### src/rtl/key_period_pkg.sv
// Shared definitions for the key-driven period selector: debounce state encoding,
// debounce length derivation and the elaboration-time range check.
package key_period_pkg;

    typedef enum logic [1:0] {
        DB_IDLE,
        DB_PRESS_WAIT,
        DB_DOWN,
        DB_REL_WAIT
    } db_state_e;

    localparam int DEFAULT_PW = 29;

    function automatic int db_cycles(input longint clk_hz, input longint debounce_ms);
        return int'(clk_hz / 1000 * debounce_ms);
    endfunction

    // Largest period must fit in PW bits and the index must fit in 4 bits.
    function automatic bit period_range_ok(input longint base, input longint step,
                                           input int num_steps, input int pw);
        return (num_steps >= 2) && (num_steps <= 16) &&
               ((base + longint'(num_steps - 1) * step) < (longint'(1) << pw));
    endfunction

endpackage

### src/rtl/key_debounce.sv
// One push button: 2-flop synchronizer, press/release debounce FSM, single-cycle
// press pulse when a press has been stable for DB_CYC cycles.
module key_debounce
    import key_period_pkg::*;
#(
    parameter int DB_CYC = 5
) (
    input  logic clk,
    input  logic rst,
    input  logic key_n,
    output logic press
);

    localparam int              CW      = (DB_CYC > 1) ? $clog2(DB_CYC) : 1;
    localparam logic [CW-1:0]   CNT_MAX = CW'(DB_CYC - 1);

    logic [1:0]    sync;
    logic          key_s;
    db_state_e     state, state_nx;
    logic [CW-1:0] cnt, cnt_nx;

    assign key_s = sync[1];

    always_ff @(posedge clk or posedge rst) begin
        if (rst) begin
            sync  <= 2'b11;
            state <= DB_IDLE;
            cnt   <= '0;
        end else begin
            sync  <= {sync[0], key_n};
            state <= state_nx;
            cnt   <= cnt_nx;
        end
    end

    always_comb begin
        state_nx = state;
        cnt_nx   = cnt;
        press    = 1'b0;
        case (state)
            DB_IDLE: begin
                if (!key_s) begin
                    state_nx = DB_PRESS_WAIT;
                    cnt_nx   = '0;
                end
            end
            DB_PRESS_WAIT: begin
                if (key_s) begin
                    state_nx = DB_IDLE;
                end else if (cnt == CNT_MAX) begin
                    state_nx = DB_DOWN;
                    press    = 1'b1;
                end else begin
                    cnt_nx = cnt + 1'b1;
                end
            end
            DB_DOWN: begin
                if (key_s) begin
                    state_nx = DB_REL_WAIT;
                    cnt_nx   = '0;
                end
            end
            DB_REL_WAIT: begin
                // Release must also be stable, so a held key never re-triggers.
                if (!key_s) begin
                    state_nx = DB_DOWN;
                end else if (cnt == CNT_MAX) begin
                    state_nx = DB_IDLE;
                end else begin
                    cnt_nx = cnt + 1'b1;
                end
            end
            default: state_nx = DB_IDLE;
        endcase
    end

endmodule

### src/rtl/key_period_sel.sv
// Up/down keys step a period index; the selected blink period is offered to the
// blinker over valid/ready, holding data stable until accepted.
module key_period_sel
    import key_period_pkg::*;
#(
    parameter int CLK_HZ      = 50_000_000,
    parameter int DEBOUNCE_MS = 20,
    parameter int NUM_STEPS   = 9,
    parameter int BASE_PERIOD = 100_000_000,
    parameter int STEP_PERIOD = 50_000_000,
    parameter int PW          = DEFAULT_PW
) (
    input  logic          clk,
    input  logic          rst,
    input  logic          key_up_n,
    input  logic          key_dn_n,
    output logic [PW-1:0] period,
    output logic [3:0]    step_idx,
    output logic          period_vld,
    input  logic          period_rdy
);

    localparam int            DB_CYC   = db_cycles(CLK_HZ, DEBOUNCE_MS);
    localparam logic [3:0]    LAST_IDX = 4'(NUM_STEPS - 1);
    localparam logic [PW-1:0] BASE_W   = PW'(BASE_PERIOD);
    localparam logic [PW-1:0] STEP_W   = PW'(STEP_PERIOD);

    generate
        if (!period_range_ok(BASE_PERIOD, STEP_PERIOD, NUM_STEPS, PW)) begin : g_bad_cfg
            $error("key_period_sel: NUM_STEPS outside 2..16 or largest period exceeds PW bits");
        end
    endgenerate

    logic       up_p, dn_p;
    logic [3:0] sel_idx;
    logic       out_free;

    key_debounce #(.DB_CYC(DB_CYC)) u_up (
        .clk   (clk),
        .rst   (rst),
        .key_n (key_up_n),
        .press (up_p)
    );

    key_debounce #(.DB_CYC(DB_CYC)) u_dn (
        .clk   (clk),
        .rst   (rst),
        .key_n (key_dn_n),
        .press (dn_p)
    );

    // Working index moves freely; only the output register waits for the consumer.
    always_ff @(posedge clk or posedge rst) begin
        if (rst) begin
            sel_idx <= 4'd0;
        end else if (up_p && !dn_p) begin
            sel_idx <= (sel_idx == LAST_IDX) ? 4'd0 : sel_idx + 4'd1;
        end else if (dn_p && !up_p) begin
            sel_idx <= (sel_idx == 4'd0) ? LAST_IDX : sel_idx - 4'd1;
        end
    end

    assign out_free = !period_vld || period_rdy;

    always_ff @(posedge clk or posedge rst) begin
        if (rst) begin
            period     <= BASE_W;
            step_idx   <= 4'd0;
            period_vld <= 1'b0;
        end else if (out_free) begin
            if (sel_idx != step_idx) begin
                step_idx   <= sel_idx;
                period     <= BASE_W + PW'(sel_idx) * STEP_W;
                period_vld <= 1'b1;
            end else begin
                period_vld <= 1'b0;
            end
        end
    end

endmodule

### config.mk
export PLATFORM = sky130hd
export DESIGN_NAME = key_period_sel
export DESIGN_NICKNAME = d
export VERILOG_FILES = /design/src/rtl/key_period_pkg.sv /design/src/rtl/key_debounce.sv /design/src/rtl/key_period_sel.sv
export SDC_FILE = /design/constraint.sdc
export NUM_CORES = 1
export LEC_CHECK = 0
export ABC_AREA = 1
export BUFFER_PORTS_ARGS = -buffer_cell sky130_fd_sc_hd__buf_2
export CAP_MARGIN = 20
export CORE_MARGIN = 1.5
export CORE_UTILIZATION = 30
export DETAILED_ROUTE_END_ITERATION = 12
export HOLD_SLACK_MARGIN = 0.03
export PLACE_DENSITY = 0.45
export RECOVER_POWER = 100
export SLEW_MARGIN = 30
export SYNTH_ARGS = -nofsm -noshare
export SYNTH_HDL_FRONTEND = slang
export SYNTH_SLANG_ARGS = --single-unit
### constraint.sdc
create_clock -name clk -period 3.9 [get_ports clk]
set_input_delay 0.39 -clock clk [delete_from_list [all_inputs] [get_ports clk]]
set_output_delay 0.39 -clock clk [all_outputs]
set_load 0.005 [all_outputs]
# Word-level counts from Yosys, hierarchy flattened
# Cells that the tools add are included.
[totals]
reg_bits = 86
input_bits = 5
[op_classes]
n_addsub = 5
mul = 1
n_eq_ne = 22
n_mux = 37
reduce_logical = 15
[op_table]
columns = ["cell", "n"]
rows = [
  ["$mux W20", 10],
  ["$pmux W20 S4", 2],
  ["$add A20 B1 Y20 const B", 2],
  ["$eq A20 B20 Y1 const B", 2],
  ["$add A27 B29 Y29 const A", 1],
  ["$mux W2", 12],
  ["$mul A4 B19 Y22 const B", 1],
  ["$mux W4", 4],
  ["$pmux W2 S4", 2],
  ["$reduce_and A4 Y1", 4],
  ["$eq A2 B2 Y1 const B", 4],
  ["$ne A2 B1 Y1 const B", 4],
  ["$ne A2 B2 Y1 const B", 4],
  ["$mux W1", 7],
  ["$ne A3 B1 Y1 const B", 2],
  ["$ne A3 B3 Y1 const B", 2],
  ["$add A4 B1 Y4 const B", 1],
  ["$eq A2 B1 Y1 const B", 2],
  ["$eq A4 B4 Y1 const B", 1],
  ["$logic_not A2 Y1", 2],
  ["$logic_not A4 Y1", 1],
  ["$ne A4 B4 Y1", 1],
  ["$sub A4 B1 Y4 const B", 1],
  ["$logic_not A1 Y1", 3],
  ["4 further kinds", 5],
]

# Longest topological paths before layout
# Gate-level depths: netlist of run 1.
[logic_depth]
ltp_word = 8
mapped_depth = 22
mapped_depth_nobuf = 20

# Modules after synthesis
# A second synthesis of run 1 with hierarchy kept.
[unflattened]
cells_unflattened = 839
hier_area_um2 = 5948.2
[modules_own_cells]
columns = ["module", "instances", "cells_per_inst", "area_per_inst_um2", "seq_area_each_um2"]
rows = [
  ["key_period_sel", 1, 415, 2930.3, 740.7],
  ["key_debounce (u_dn)", 1, 215, 1535.2, 603.1],
  ["key_debounce (u_up)", 1, 209, 1482.7, 603.1],
]

# Worst setup path after synthesis of run 1
# Ideal clock, no wire load.
[synth_path]
path_type = "register to register"
from = "register sel_idx[1]"
to = "register period[28]"
setup_ns = 0.117
arrival_ns = 3.119
t_required_ns = 3.783
slack_ns = 0.663
stages_incl_launch_ff = 16
n_path_buf = 0
cell_sequence = "dfrtp_1 -> fa_1 -> fa_1 -> fa_1 -> nor3_1 -> nand2_1 -> nand3_1 -> nand2_1 -> nand2_1 -> inv_2 -> nor2_4 -> nand2_2 -> nand2_1 -> nand3_1 -> nand3_1 -> nand2_1"
[synth_between]
elab_chain_len = 2
elab_cells_between_ends = 4
classes_between = "add/sub (1); mul (1); eq/ne (1); reduce/logical (1)"
[synth_lines]
columns = ["item", "line", "source"]
rows = [
  ["from (decl)", "key_period_sel.sv:35", "logic [3:0] sel_idx;"],
  ["from (signal assigned)", "key_period_sel.sv:57", "sel_idx <= (sel_idx == LAST_IDX) ? 4'd0 : sel_idx + 4'd1;"],
  ["from (signal assigned)", "key_period_sel.sv:59", "sel_idx <= (sel_idx == 4'd0) ? LAST_IDX : sel_idx - 4'd1;"],
  ["$mul A4 B19 Y22 / $ne A4 B4 Y1 (equally long branches)", "key_period_sel.sv:73, key_period_sel.sv:71", ""],
  ["$add A27 B29 Y29 / $reduce_and A2 Y1 (equally long branches)", "--", ""],
  ["to (signal assigned)", "key_period_sel.sv:73", "period <= BASE_W + PW'(sel_idx) * STEP_W;"],
  ["to (decl)", "key_period_sel.sv:17", "output logic [PW-1:0] period,"],
]
# Parallel ways exist; a longest one is shown, timed or not.
# A chain may end at the register's enable or synchronous reset.

# Worst setup path after layout of run 1
[layout_path]
from = "register sel_idx[2]"
to = "register period[28]"
# Same word-level chain as after synthesis.

==> flow_summary.json, run 1 <==
{
  "violations": "capacitance limit, slew limit",
  "worstSetupPathType": "reg2reg",
  "max-vdd-ir-drop_mv": 0.192,
  "synth_enable_flop_cells": 0,
  "ys_seq_area_share_pct": 35.2,
  "ios": 39,
  "instances_no_fill": 1000,
  "detailed_routing_iteration_count_for_the_pre_antenna_repair_pass": 5,
  "hold_removal_path_class": "in2reg",
  "count_of_fill_cells_added_during_filler_insertion": 1933,
  "grt_max_degree": 59,
  "reg2reg_slack_ns": 0.34,
  "master_cell_of_the_clock_root_buffer": "sky130_fd_sc_hd__clkbuf_16",
  "die_w_microns": 139,
  "finalMaxSlewViolations": 59,
  "core_area_sq_um": 18000,
  "ys_async_sr_fraction_pct": 100,
  "max-clock-path-buffers": 2,
  "power.density_cell_area_nw_per_um2": 294,
  "dpl.hpwl_microns": 10300,
  "synth.avg_cell_area_sq_um": 7.51,
  "max_cap_viol_count": 1,
  "viasPerCell": 4.75,
  "cp-end-kind": "flop",
  "port_buffers": 31,
  "final-setup-viol-count": 0,
  "r2r.worst_path.cells": 17,
  "layout.cells.most_common_list": "sky130_fd_sc_hd__nand2_1 (194), sky130_fd_sc_hd__inv_1 (92), sky130_fd_sc_hd__dfrtp_1 (61), sky130_fd_sc_hd__nor2_1 (59), sky130_fd_sc_hd__o21ai_0 (47)",
  "drive_gt1_share_pct": 10.9,
  "flop_and_latch_count_out_of_synthesis": 77,
  "synthDistinctLibCells": 45,
  "worst_pin_slew_ns": 2.66,
  "worst_r2r_startpoint": "sel_idx[2]$_DFFE_PP0P_",
  "crit_start": "sel_idx[2]$_DFFE_PP0P_",
  "route.vias.total": 4753,
  "rows": 49,
  "achievable-frequency_mhz": 281,
  "status": "complete, but fails checks",
  "finish.net_count": 810,
  "postCtsSetupBuffers": 0,
  "place.gp.congestion": 0.914,
  "cts_made_buffers": 9,
  "synth.yosys.warnings": 0,
  "routed_wire_length_per_instance_microns": 13.4,
  "clock-skew-final_ns": 0.00653,
  "fin_worst_hold_slack_ns": 0.145,
  "setup.worst_path.end": "period[28]$_DFFE_PP0P_",
  "antenna_found_initial": 0,
  "ctsHoldBuffers": 0,
  "grt_pass1_vias": 4710,
  "total_gr_overflow": 0,
  "drt_iter0_markers": 335,
  "synth_top_flop_cell": "sky130_fd_sc_hd__dfrtp_1",
  "grt_setup_unrepaired": "no",
  "worst_ep_required_time_ns": 4.13,
  "wirelength_microns": 13400,
  "cts_tree": "yes",
  "clkTransAtPathRegs_ns": 0.06,
  "numPlacedInstances": 984,
  "dieHeight_microns": 139,
  "grt_use_total_pct": 14.8,
  "max_slew_headroom_pct": -78.3,
  "cp_data_arrival_time_ns": 3.79,
  "syn_inst": 736,
  "global_route_wire_length_before_repair_microns": 23300,
  "period_needed_ns": 3.56,
  "cts.htree.levels": 3,
  "final_count_of_hold_timing_violations": 0,
  "critical_path_peak_fanout": 8,
  "timing.critical_path.from_type": "flop",
  "syn_to_layout_area_delta_pct": 10.6,
  "crit-reg2reg-capture": "period[28]$_DFFE_PP0P_",
  "final.period_utilization_pct": 91.2,
  "ctsResizeCount": 0,
  "n_antenna_cell": 0,
  "power.leakage_uw": 0.00304,
  "setup_tns_ns": 0,
  "dieArea_sq_um": 19300,
  "final_common_cell": "sky130_fd_sc_hd__nand2_1",
  "clock_sinks": 77,
  "clk-insertion-delay-late_ns": 0.34,
  "syn_area_sq_um": 5530,
  "initial_utilization_pct": 30.7,
  "drt.antenna.violating_nets": 0,
  "drt_drc_violations_left": 0
}
-- layer usage --
metal	track usage (%)	vias up	wire length, microns
met4	5.65	0	260
met3	2.14	14	381
li1	-	2424	-
met2	23.4	68	6150
met5	0	-	0
met1	20.4	2247	6650
-- cell usage after synthesis (2+ instances only) --
master,count,area [sq um]
sky130_fd_sc_hd__nand2_4,4,45.0
sky130_fd_sc_hd__o21ai_0,43,215
sky130_fd_sc_hd__ha_1,31,388
sky130_fd_sc_hd__xnor2_1,10,87.6
sky130_fd_sc_hd__or2_2,2,12.5
sky130_fd_sc_hd__a21oi_1,26,130
sky130_fd_sc_hd__nand2_2,15,93.8
sky130_fd_sc_hd__dfrtp_1,61,1530
sky130_fd_sc_hd__or2_1,2,12.5
sky130_fd_sc_hd__nor3_2,3,30.0
sky130_fd_sc_hd__clkbuf_1,4,15.0
sky130_fd_sc_hd__nand4_1,19,119
sky130_fd_sc_hd__inv_1,89,334
sky130_fd_sc_hd__nor4_1,5,31.3
sky130_fd_sc_hd__dfstp_2,16,420
sky130_fd_sc_hd__nor3_1,16,80.1
sky130_fd_sc_hd__o21ai_1,5,25.0
sky130_fd_sc_hd__and2_1,2,12.5
sky130_fd_sc_hd__fa_1,8,160
sky130_fd_sc_hd__nor2_4,3,33.8
sky130_fd_sc_hd__buf_4,11,82.6
sky130_fd_sc_hd__buf_6,5,56.3
sky130_fd_sc_hd__nand3b_1,3,22.5
sky130_fd_sc_hd__nand3_2,4,40.0
sky130_fd_sc_hd__nand2_1,192,721
sky130_fd_sc_hd__o31ai_1,5,37.5
sky130_fd_sc_hd__nor2_1,58,218
sky130_fd_sc_hd__nor2_2,4,25.0
sky130_fd_sc_hd__xor2_1,13,114
sky130_fd_sc_hd__nand3_1,44,220
sky130_fd_sc_hd__a31oi_1,8,50.1
sky130_fd_sc_hd__inv_2,11,41.3
sky130_fd_sc_hd__or2_0,2,12.5
-- worst min-delay path by stage --
stage,endpoint,cells past startpoint,slack [ns],from
6_report,u_up.sync[0]$_DFF_PP1_,1,0.15,key_up_n
5_1_grt,u_up.sync[0]$_DFF_PP1_,1,0.13,key_up_n
4_1_cts,u_up.cnt[12]$_DFFE_PP0P_,2,0.12,rst
3_5_place_dp,u_dn.sync[1]$_DFF_PP1_,0,0.35,u_dn.sync[0]$_DFF_PP1_
3_3_place_gp,u_up.sync[1]$_DFF_PP1_,0,0.35,u_up.sync[0]$_DFF_PP1_
2_1_floorplan,u_dn.sync[1]$_DFF_PP1_,0,0.35,u_dn.sync[0]$_DFF_PP1_
-- worst max-delay path: stages, from the launching register on --
cell and delay [ns]:
sky130_fd_sc_hd__dfrtp_1 0.54, sky130_fd_sc_hd__inv_1 0.19, sky130_fd_sc_hd__ha_1 0.36, sky130_fd_sc_hd__fa_1 0.46
sky130_fd_sc_hd__ha_1 0.48, sky130_fd_sc_hd__inv_1 0.16, sky130_fd_sc_hd__o21ai_0 0.35, sky130_fd_sc_hd__nor2_1 0.13
sky130_fd_sc_hd__nand3_1 0.10, sky130_fd_sc_hd__nand2_1 0.05, sky130_fd_sc_hd__nand2_1 0.17, sky130_fd_sc_hd__nand2_1 0.07
sky130_fd_sc_hd__nor2_1 0.08, sky130_fd_sc_hd__nand2_1 0.07, sky130_fd_sc_hd__nand2_1 0.06, sky130_fd_sc_hd__nand2_1 0.04
sky130_fd_sc_hd__nand3_1 0.06, sky130_fd_sc_hd__nand2_1 0.05
-- layout make-up --
cell class	instances	area, sq um	area share, %
Clock buffer	12	236	3.87
Inverter	100	377	6.16
Multi-Input combinational cell	543	3030	49.6
Tap cell	229	287	4.68
Sequential cell	77	1950	31.8
Clock inverter	4	72.6	1.19
Timing Repair Buffer	35	163	2.66
-- stage by stage --
step | total power [uW] | worst slack (ns) | util (%) | cell area, sq um
finish | 1800 | 0.342 | 33.9 | 6120
global route | 1880 | 0.0541 | 33.9 | 6120
CTS | 1830 | 0.370 | 34.2 | 6160
detailed placement | 924 | 0.370 | 32.5 | 5860
global placement | 922 | 0.383 | 32.5 | 5850
floorplan | 908 | 0.663 | - | 5550
-- where the power goes --
part           switching, uW  total, uW  internal, uW
Combinational           52.0       70.3          18.2
Sequential              17.0        836           819
Clock                    333        893           560
Total                    402       1800          1400
-- logic make-up (layout without fill, tap and decap cells) --
| family | count (synthesis) | count (layout) | synth area share [%] |
|---|---|---|---|
| other cells | 1 | 7 | 0.0678 |
| flops | 77 | 77 | 35.2 |
| buf+inv | 122 | 151 | 9.91 |
| xor+xnor | 24 | 24 | 3.94 |
| simple gates | 380 | 380 | 31.8 |
| compound gates | 93 | 93 | 9.14 |
| fa+ha+maj | 39 | 39 | 9.91 |
-- sequential cells by signal, summed over array words and instances (netlist names), named ones only --
name / flops
u_dn.state: 1
u_up.sync: 2
period: 20
sel_idx: 4
step_idx: 4
u_up.state: 1
u_dn.cnt: 20
u_up.cnt: 20
period_vld: 1
u_dn.sync: 2
(Power assumes the default switching activity.)
==> run 2: changes to the inputs <==
--- a/config.mk
+++ b/config.mk
@@ -8,12 +8,13 @@
 export ABC_AREA = 1
 export BUFFER_PORTS_ARGS = -buffer_cell sky130_fd_sc_hd__buf_2
 export CAP_MARGIN = 20
-export CORE_MARGIN = 1.5
+export CORE_MARGIN = 2
 export CORE_UTILIZATION = 30
 export DETAILED_ROUTE_END_ITERATION = 12
 export HOLD_SLACK_MARGIN = 0.03
 export PLACE_DENSITY = 0.45
 export RECOVER_POWER = 100
+export REMOVE_ABC_BUFFERS = 1
 export SLEW_MARGIN = 30
 export SYNTH_ARGS = -nofsm -noshare
 export SYNTH_HDL_FRONTEND = slang
==> run 2 against run 1 <==
Against the previous run: the flow still finishes with violations (capacitance limit, slew limit); worst setup slack got worse by 0.0022 ns; routed wire length decreased by 3.5%; combinational power decreased by 2%; cell count unchanged; clock power increased by 5.0%; clock-buffer cell count decreased by 3; sequential power about the same; die area increased by 1.4%; final area increased by 0.39%; register-to-register slack about the same; critical path type unchanged; highest routed layer unchanged.
==> flow_summary.json, run 2 (synthesis gave the netlist of run 1 again) <==
{
  "status": "complete, but fails checks",
  "violations": "capacitance limit, slew limit",
  "global_route_wire_length_before_repair_microns": 22300,
  "antenna_found_initial": 0,
  "detailedPlace.worstSlack_ns": 0.310,
  "worstSetupPathType": "reg2reg",
  "max-vdd-ir-drop_mv": 0.207,
  "ios": 39,
  "grt_setup_unrepaired": "no",
  "port_buffers": 31,
  "count_of_fill_cells_added_during_filler_insertion": 1915,
  "worst_pin_slew_ns": 1.95,
  "max-clock-path-buffers": 2,
  "postCtsSetupBuffers": 0,
  "clock_sinks": 77,
  "cts_made_buffers": 9,
  "n_antenna_cell": 0,
  "final.period_utilization_pct": 91.3,
  "clkTransAtPathRegs_ns": 0.07,
  "reg2reg_slack_ns": 0.34,
  "numPlacedInstances": 984,
  "setup_tns_ns": 0,
  "dieArea_sq_um": 19500,
  "final-setup-viol-count": 0,
  "worst_r2r_startpoint": "sel_idx[1]$_DFFE_PP0P_",
  "crit-reg2reg-capture": "period[25]$_DFFE_PP0P_",
  "finish.net_count": 810,
  "syn_to_layout_area_delta_pct": 11.0,
  "hold_path_depth": 1,
  "layout_top_registers": "period x20, u_dn.cnt x20, u_up.cnt x20",
  "hold_removal_path_class": "in2reg",
  "drt.antenna.violating_nets": 0,
  "cts.htree.levels": 3,
  "grt_use_total_pct": 14.0,
  "drive_gt1_share_pct": 11.2,
  "die_w_microns": 140,
  "r2r.worst_path.cells": 13,
  "achievable-frequency_mhz": 281,
  "total_gr_overflow": 0,
  "final_area_sq_um": 6140,
  "layout.cells.most_common_list": "sky130_fd_sc_hd__nand2_1 (193), sky130_fd_sc_hd__inv_1 (93), sky130_fd_sc_hd__dfrtp_1 (61), sky130_fd_sc_hd__nor2_1 (59), sky130_fd_sc_hd__o21ai_0 (47)",
  "viasPerCell": 4.71,
  "max_cap_viol_count": 2,
  "rows": 49,
  "drt_drc_violations_left": 0,
  "final_count_of_hold_timing_violations": 0,
  "crit_slowest_cell": "sky130_fd_sc_hd__fa_1",
  "core_area_sq_um": 18000,
  "ctsResizeCount": 0,
  "clk-insertion-delay-late_ns": 0.35,
  "max_slew_headroom_pct": -30.0,
  "initial_utilization_pct": 30.7,
  "detailed_routing_iteration_count_for_the_pre_antenna_repair_pass": 5,
  "cts_tree": "yes",
  "critical_path_peak_fanout": 9,
  "grt_pass1_vias": 4592,
  "timing.critical_path.from_type": "flop",
  "route.vias.total": 4707,
  "ctsHoldBuffers": 0,
  "timing.critical_path.mode_cell": "sky130_fd_sc_hd__nand2_1",
  "place.gp.congestion": 0.942,
  "timing.critical_path.cells": "fa_1, fa_1, fa_1, xnor2_1, inv_1, nor2_1, nand2_1, nand2_1, nand2_1, nand2_1, nand3_2, xnor2_1, o21ai_0",
  "final_critical_path_setup_slack_ns": 0.340,
  "master_cell_of_the_clock_root_buffer": "sky130_fd_sc_hd__clkbuf_16",
  "drt_iter0_markers": 328,
  "worst_ep_required_time_ns": 4.09,
  "min_from": "key_dn_n",
  "multi_input_area_sq_um": 3040,
  "whs_endpoint": "u_dn.sync[0]$_DFF_PP1_",
  "cpPeakStageDelay_ns": 0.70,
  "final_common_cell": "sky130_fd_sc_hd__nand2_1",
  "dpl.hpwl_microns": 9970,
  "instances_no_fill": 1000,
  "routed_wire_length_per_instance_microns": 13.0,
  "period_needed_ns": 3.56,
  "clock-skew-final_ns": 0.0112,
  "cp_data_arrival_time_ns": 3.75,
  "placed_cell_area_sq_um": 5850,
  "wirelength_microns": 13000,
  "grt_max_degree": 43,
  "power.leakage_uw": 0.00307,
  "power.density_cell_area_nw_per_um2": 300,
  "seq_area_sq_um": 1950,
  "finalMaxSlewViolations": 80,
  "dieHeight_microns": 140,
  "cp-end-kind": "flop"
}
==> run 2: cell count changes in the layout (fill, tap and decap cells not counted), moves of 3 or more <==
cell | previous run | this run
sky130_fd_sc_hd__inv_6 | 0 | 3
sky130_fd_sc_hd__dfstp_2 | 10 | 7
sky130_fd_sc_hd__buf_2 | 19 | 22
sky130_fd_sc_hd__dfstp_1 | 6 | 9
sky130_fd_sc_hd__clkbuf_1 | 17 | 11
==> run 2: routing by layer <==
| metal | vias up | share of wire (%) | global-route usage (%) |
|---|---|---|---|
| li1 | 2421 | - | - |
| met1 | 2205 | 47 | 18.2 |
| met2 | 70 | 48 | 23.4 |
| met3 | 11 | 3.6 | 3.20 |
| met4 | 0 | 1.2 | 4.05 |
| met5 | - | 0 | 0 |
==> run 2: report_power, final <==
| group | switching [uW] | total (uW) | internal [uW] |
|---|---|---|---|
| Clock | 366 | 938 | 572 |
| Combinational | 50.7 | 68.9 | 18.2 |
| Sequential | 17.7 | 835 | 818 |
| Total | 434 | 1840 | 1410 |
==> run 2: worst max path at each step <==
stage / from / endpoint / depth (start not counted)
finish: sel_idx[1]$_DFFE_PP0P_ / period[25]$_DFFE_PP0P_ / 13
global route: sel_idx[1]$_DFFE_PP0P_ / period[27]$_DFFE_PP0P_ / 15
CTS: sel_idx[1]$_DFFE_PP0P_ / period[27]$_DFFE_PP0P_ / 15
detailed placement: sel_idx[1]$_DFFE_PP0P_ / period[27]$_DFFE_PP0P_ / 15
global placement: sel_idx[1]$_DFFE_PP0P_ / period[27]$_DFFE_PP0P_ / 15
floorplan: sel_idx[1]$_DFFE_PP0P_ / period[28]$_DFFE_PP0P_ / 15
==> run 2: cell type report <==
cell class	instances	area share [%]
inverter	100	6.13
clock inverter	7	1.71
multi-input combinational	543	49.5
clock buffer	9	3.67
sequential	77	31.7
tap	229	4.67
timing repair buffer	35	2.65
==> run 2: stage by stage <==
stage | hold WS (ns) | util [%] | power [uW]
floorplan | 0.345 | - | 898
global placement | 0.350 | 32.5 | 921
detailed placement | 0.350 | 32.5 | 923
CTS | 0.124 | 34.3 | 1880
global route | 0.118 | 34.1 | 1940
finish | 0.143 | 34.1 | 1840
==> run 2: worst max-delay path, delay by kind of cell, from the launching register on <==
kind | cells | cell delay [ns]
adders and majority gates | 3 | 1.78
and+or+nand+nor | 6 | 0.57
DFF | 1 | 0.50
xor gates and xnor gates | 2 | 0.40
AOI/OAI and AO/OA | 1 | 0.09
buffers and inverters | 1 | 0.06
